**config.mk**
```make
export PLATFORM = sky130hd
export DESIGN_NAME = board_generator
export DESIGN_NICKNAME = d
export VERILOG_FILES = /design/src/rtl/board_generator.sv
export SDC_FILE = /design/constraint.sdc
export NUM_CORES = 1
export LEC_CHECK = 0
export ABC_AREA = 1
export BUFFER_PORTS_ARGS = -buffer_cell sky130_fd_sc_hd__buf_2
export CORE_MARGIN = 2
export CORE_UTILIZATION = 25
export CTS_CLUSTER_DIAMETER = 60
export DETAILED_ROUTE_END_ITERATION = 7
export GPL_ROUTABILITY_DRIVEN = 1
export PLACE_DENSITY = 0.52
export SETUP_SLACK_MARGIN = 0.4
export SYNTH_ARGS = -nofsm -noshare
export SYNTH_HDL_FRONTEND = slang
export SYNTH_SLANG_ARGS = --single-unit
export TNS_END_PERCENT = 10
```
**constraint.sdc**
```tcl
create_clock -name clk -period 4.85 [get_ports clk]
set_clock_uncertainty 0.2 [all_clocks]
set_input_delay 0.97 -clock clk [delete_from_list [all_inputs] [get_ports clk]]
set_output_delay 0.97 -clock clk [all_outputs]
set_load 0.005 [all_outputs]
```
**src/rtl/board_generator.sv**
```systemverilog
// Minesweeper board generator for a 5x5 board held in an external RAM.
//
// On a start request the board RAM (cells 0..24) is cleared, NUM_MINES mines
// (value 10) are placed at LFSR-chosen cells avoiding a caller-supplied safe
// cell, then every non-mine cell is overwritten with its neighbour mine count.
//
// Ports:
//   clk          - clock, all state changes on the rising edge
//   reset        - asynchronous active-high reset
//   start        - one-cycle request to build a new board (ignored while busy)
//   seed         - LFSR seed, sampled with start (0 is replaced by 8'h01)
//   safe_cell    - cell index (row*5+col) kept mine-free; >=25 disables it
//   mem_wEn      - RAM write enable (RAM commits on the falling edge)
//   mem_addr     - RAM shared read/write address
//   mem_dataIn   - RAM write data
//   mem_dataOut  - RAM combinational read data at mem_addr
//   busy         - high from start acceptance until the done cycle
//   done         - one-cycle pulse when the board is complete
module board_generator #(
  parameter int unsigned DATA_WIDTH    = 32,
  parameter int unsigned ADDRESS_WIDTH = 12,
  parameter int unsigned NUM_MINES     = 5
) (
  input  logic                     clk,
  input  logic                     reset,
  input  logic                     start,
  input  logic [7:0]               seed,
  input  logic [4:0]               safe_cell,
  output logic                     mem_wEn,
  output logic [ADDRESS_WIDTH-1:0] mem_addr,
  output logic [DATA_WIDTH-1:0]    mem_dataIn,
  input  logic [DATA_WIDTH-1:0]    mem_dataOut,
  output logic                     busy,
  output logic                     done
);

  localparam logic [2:0] StIdle      = 3'd0;
  localparam logic [2:0] StClear     = 3'd1;
  localparam logic [2:0] StProbe     = 3'd2;
  localparam logic [2:0] StWriteMine = 3'd3;
  localparam logic [2:0] StCheck     = 3'd4;
  localparam logic [2:0] StNeigh     = 3'd5;
  localparam logic [2:0] StWriteCnt  = 3'd6;
  localparam logic [2:0] StDone      = 3'd7;

  localparam logic [DATA_WIDTH-1:0] MineVal   = DATA_WIDTH'(10);
  localparam logic [4:0]            LastCell  = 5'd24;
  localparam logic [4:0]            MineLimit = 5'(NUM_MINES);

  logic [2:0] state_q, state_d;
  logic [4:0] cell_q, cell_d;    // clear index, then cell under count
  logic [2:0] nb_q, nb_d;        // neighbour offset index 0..7
  logic [3:0] acc_q, acc_d;      // neighbour mine accumulator
  logic [4:0] mines_q, mines_d;  // mines placed so far
  logic [7:0] lfsr_q, lfsr_d;
  logic [4:0] cand_q, cand_d;    // accepted candidate, held for WRITE_MINE
  logic [4:0] safe_q, safe_d;

  logic [7:0] lfsr_next;
  logic [4:0] cand;
  logic       is_mine;
  logic [2:0] row, col;
  logic       nb_top, nb_bot, nb_left, nb_right;
  logic [4:0] nb_off;
  logic       on_board;
  logic [4:0] nb_addr;

  // Fibonacci LFSR, taps 8,6,5,4 (bits 7,5,4,3), shifting toward the MSB.
  assign lfsr_next = {lfsr_q[6:0], lfsr_q[7] ^ lfsr_q[5] ^ lfsr_q[4] ^ lfsr_q[3]};
  assign cand      = lfsr_q[4:0];
  assign is_mine   = (mem_dataOut == MineVal);

  assign row = 3'(cell_q / 5'd5);
  assign col = 3'(cell_q % 5'd5);

  // Offset order: (-1,-1) (-1,0) (-1,+1) (0,-1) (0,+1) (+1,-1) (+1,0) (+1,+1).
  // Address offsets are mod-32 so cell_q + nb_off lands on the neighbour.
  always_comb begin
    nb_top   = 1'b0;
    nb_bot   = 1'b0;
    nb_left  = 1'b0;
    nb_right = 1'b0;
    nb_off   = 5'd0;
    unique case (nb_q)
      3'd0: begin nb_top = 1'b1; nb_left  = 1'b1; nb_off = 5'd26; end
      3'd1: begin nb_top = 1'b1;                  nb_off = 5'd27; end
      3'd2: begin nb_top = 1'b1; nb_right = 1'b1; nb_off = 5'd28; end
      3'd3: begin                nb_left  = 1'b1; nb_off = 5'd31; end
      3'd4: begin                nb_right = 1'b1; nb_off = 5'd1;  end
      3'd5: begin nb_bot = 1'b1; nb_left  = 1'b1; nb_off = 5'd4;  end
      3'd6: begin nb_bot = 1'b1;                  nb_off = 5'd5;  end
      3'd7: begin nb_bot = 1'b1; nb_right = 1'b1; nb_off = 5'd6;  end
      default: ;
    endcase
  end

  assign on_board = !(nb_top && row == 3'd0) && !(nb_bot && row == 3'd4) &&
                    !(nb_left && col == 3'd0) && !(nb_right && col == 3'd4);
  // Off-board neighbours still take their cycle, parked on the cell itself.
  assign nb_addr  = on_board ? cell_q + nb_off : cell_q;

  // Moore outputs decoded from registered state.
  always_comb begin
    mem_wEn    = 1'b0;
    mem_addr   = '0;
    mem_dataIn = '0;
    unique case (state_q)
      StClear: begin
        mem_wEn  = 1'b1;
        mem_addr = ADDRESS_WIDTH'(cell_q);
      end
      StProbe: mem_addr = ADDRESS_WIDTH'(cand);
      StWriteMine: begin
        mem_wEn    = 1'b1;
        mem_addr   = ADDRESS_WIDTH'(cand_q);
        mem_dataIn = MineVal;
      end
      StCheck: mem_addr = ADDRESS_WIDTH'(cell_q);
      StNeigh: mem_addr = ADDRESS_WIDTH'(nb_addr);
      StWriteCnt: begin
        mem_wEn    = 1'b1;
        mem_addr   = ADDRESS_WIDTH'(cell_q);
        mem_dataIn = DATA_WIDTH'(acc_q);
      end
      default: ;
    endcase
  end

  assign busy = (state_q != StIdle) && (state_q != StDone);
  assign done = (state_q == StDone);

  always_comb begin
    state_d = state_q;
    cell_d  = cell_q;
    nb_d    = nb_q;
    acc_d   = acc_q;
    mines_d = mines_q;
    lfsr_d  = lfsr_q;
    cand_d  = cand_q;
    safe_d  = safe_q;
    unique case (state_q)
      StIdle: begin
        if (start) begin
          safe_d  = safe_cell;
          lfsr_d  = (seed == 8'h00) ? 8'h01 : seed;
          cell_d  = 5'd0;
          mines_d = 5'd0;
          state_d = StClear;
        end
      end
      StClear: begin
        if (cell_q == LastCell) begin
          cell_d  = 5'd0;
          state_d = StProbe;
        end else begin
          cell_d = cell_q + 5'd1;
        end
      end
      StProbe: begin
        lfsr_d = lfsr_next;
        if (cand < 5'd25 && cand != safe_q && !is_mine) begin
          cand_d  = cand;
          state_d = StWriteMine;
        end
      end
      StWriteMine: begin
        mines_d = mines_q + 5'd1;
        if (mines_q + 5'd1 == MineLimit) begin
          cell_d  = 5'd0;
          state_d = StCheck;
        end else begin
          state_d = StProbe;
        end
      end
      StCheck: begin
        if (is_mine) begin
          if (cell_q == LastCell) begin
            state_d = StDone;
          end else begin
            cell_d = cell_q + 5'd1;
          end
        end else begin
          acc_d   = 4'd0;
          nb_d    = 3'd0;
          state_d = StNeigh;
        end
      end
      StNeigh: begin
        if (on_board && is_mine) begin
          acc_d = acc_q + 4'd1;
        end
        nb_d = nb_q + 3'd1;
        if (nb_q == 3'd7) begin
          state_d = StWriteCnt;
        end
      end
      StWriteCnt: begin
        if (cell_q == LastCell) begin
          state_d = StDone;
        end else begin
          cell_d  = cell_q + 5'd1;
          state_d = StCheck;
        end
      end
      StDone: state_d = StIdle;
      default: state_d = StIdle;
    endcase
  end

  always_ff @(posedge clk or posedge reset) begin
    if (reset) begin
      state_q <= StIdle;
      cell_q  <= 5'd0;
      nb_q    <= 3'd0;
      acc_q   <= 4'd0;
      mines_q <= 5'd0;
      lfsr_q  <= 8'h01;
      cand_q  <= 5'd0;
      safe_q  <= 5'd0;
    end else begin
      state_q <= state_d;
      cell_q  <= cell_d;
      nb_q    <= nb_d;
      acc_q   <= acc_d;
      mines_q <= mines_d;
      lfsr_q  <= lfsr_d;
      cand_q  <= cand_d;
      safe_q  <= safe_d;
    end
  end

endmodule

```
==> flow_summary.toml <==
[detailed_routing]
wirelength_um = 7590
num_vias = 2921
ant_nets = 0
post-route-drc-count = 0
dr.pass1.iters = 5
drt-initial-drc-count = 159
wl_per_cell_um = 11.2
viasPerCell = 4.31

[global_route]
grt_pass1_vias = 2869
overflow = 0
grt_first_pass_wirelength_um = 13100
grt_use_total_pct = 11.9
grt_max_degree = 39
antenna_found_initial = 0

[timing]
period_needed_ns = 4.12
finalSetupViolCount = 0
finalCritPeriodShare_pct = 84.9
fmax_ghz = 0.243
setup_slack_ns = 0.730
rsz0062_at_grt = "false"
relSlewSlack_pct = 57.6
finalSetupTns_ns = 0
drv_slew = 0
tightest_slew_ns = 0.634
hold_viol_final = 0
hold_slack_ns = 0.304

[finish]
stdcell_count = 678
nFillCells = 1373
antenna_cells = 0
final_util_pct = 29.7
syn2layout_area_growth_pct = 16.6
finalNetCount = 572
drive_above_1_share_pct = 19.2
design_area_um2 = 3730

[worst_setup_path]
arrival_ns = 2.95
crit_fanout = 8
critPathKind = "reg -> out"
r2r_cells = 20
critical_path_required_ns = 3.68
startpoint_type = "flip-flop"
rrSetupSlack_ns = 2.00
r2r-end = "acc_q[1]"
end_kind = "output pin"
r2r_start = "cell_q[2]"

[clock_network]
htree_levels = 2
cts.sinks = 38
cts_made_buffers = 5
clockRootBuffer = "clkbuf_16"
cts_buffer_depth = 2
cts_tree = "built"
clkTransAtPathRegs_ns = 0.06
postCtsHoldBufs = 0
clk_latency_ns = 0.29

[hold_path]
min_path_type = "reg -> reg"
whs_path_depth = 2
hold_end = "safe_q[0]"
hp-start = "safe_q[0]"

[floorplanning]
rows = 41
die-area_um2 = 13700
start_util_pct = 25.4
coreArea_um2 = 12600
num_io_pins = 95
die_h_um = 117
die_w_um = 117

[placement]
pre_cts_ws_ns = 0.805
place_inst = 667
gp_congestion = 0.793
port_buffers = 59
placed_cell_area_um2 = 3550
dp_hpwl_um = 6140

[job]
cap_violations = 0

[yosys]
ys_ff_latch = 38
synth_ff_type = "dfrtp_1"
synth-seq-area-share_pct = 29.8
ys_types = 42
syn_inst = 441
synth_edf_count = 0
synthArstFlopShare_pct = 100
yosysWarnings = 0
synth_area_um2 = 3200
synth.avg_cell_area_um2 = 7.25

[run_status]
run_status = "finished clean"

[power]
p_per_area_nw_per_um2 = 523
leakagePower_nw = 1.93
finalPower_mw = 1.95
vdd_drop_max_v = 0.000203
-- worst max path at each step --
stage	from	end	slack, ns	cells past startpoint
final	cell_q[2]	mem_addr[1]	0.73	20
after global routing	cell_q[2]	mem_addr[4]	0.42	22
after CTS	cell_q[0]	mem_addr[4]	0.48	24
after detailed placement	cell_q[0]	mem_addr[4]	0.81	24
after global placement	cell_q[0]	mem_addr[4]	0.89	22
after floorplan	cell_q[0]	mem_addr[4]	1.31	21
-- synthesized netlist by cell type (6+ instances only) --
master	n	area share [%]
nor3_1	8	1.3
nand2_1	93	11
nor2_1	38	4.5
o21ai_0	29	4.5
nand3_1	29	4.5
dfrtp_1	37	29
xor2_1	10	2.7
ha_1	18	7.0
inv_1	59	6.9
nand2_2	6	1.2
xnor2_1	7	1.9
nand4_1	9	1.8
buf_4	35	8.2
a21oi_1	11	1.7
-- timing repair --
action | CTS | global route
resized for setup | 0 | 5
hold endpoints to repair | 0 | 0
endpoints found under the setup margin | 0 | 5
setup buffers | 0 | 3
-- power breakdown --
part / leakage [nW] / switching [mW] / internal, mW
sequential: 0.484 / 0.121 / 0.439
clock: 0.0729 / 0.125 / 0.203
combinational: 1.37 / 0.662 / 0.398
-- sequential cells by signal, indices dropped and copies added (netlist names) --
register  count
cell_q        5
cand_q        5
acc_q         4
safe_q        5
state_q       3
nb_q          3
lfsr_q        8
mines_q       5
-- kinds of logic (layout without fill, tap and decap cells) --
logic type	after synthesis	count (layout)	share of synthesized area [%]
adder cells (fa/ha/maj)	19	19	7.67
buffers and inverters	103	134	16.6
multiplexers	1	1	0.313
AO/OA/AOI/OAI	59	59	11.1
XOR/XNOR	17	17	4.66
AND/OR/NAND/NOR	203	203	29.8
flip-flops	38	38	29.8
other	1	35	0.117
-- layer usage --
metal	share of wire, %	track usage, %	vias to the layer above
li1	-	-	1497
met1	44	14.2	1342
met2	51	21.4	72
met3	3.8	2.32	10
met4	1.1	3.76	0
met5	0	0	-
-- cell usage in the layout, fill, tap and decap left out, types with 6 or more instances in the layout --
cell     Yosys  layout
nor3_1       8       8
nand2_2      6       6
buf_2        1      59
conb_1       1      35
nor2_1      38      38
xnor2_1      7       7
nand4_1      9       9
inv_1       59      58
nand3_1     29      29
o21ai_0     29      28
xor2_1      10      10
nand2_1     93      93
a21oi_1     11      11
dfrtp_1     37      35
ha_1        18      18
-- area by class of cell --
cell class                 instances  area (µm²)  share of cell area [%]
multi-input combinational        334        1840                    49.4
clock buffer                       6         139                    3.72
timing repair buffer              63         325                    8.72
tap                              172         215                    5.77
sequential                        38         955                    25.6
inverter                          63         239                    6.41
clock inverter                     2        12.5                   0.336
-- worst max-delay path, stage by stage, from the launching register on --
cell	delay [ns]
dfrtp_1	0.51
inv_2	0.15
a21oi_4	0.19
nand2_2	0.09
nand3_2	0.10
nand2_1	0.07
nand2_1	0.09
inv_1	0.06
ha_1	0.17
inv_1	0.05
nand4_1	0.14
nand2_4	0.12
nand2_4	0.06
nand2_1	0.10
nand3_1	0.11
nand3_4	0.17
nand2_4	0.08
nand2_1	0.08
nand3_1	0.07
nand2_1	0.12
buf_2	0.12
Power figures use the tool's default switching activity.
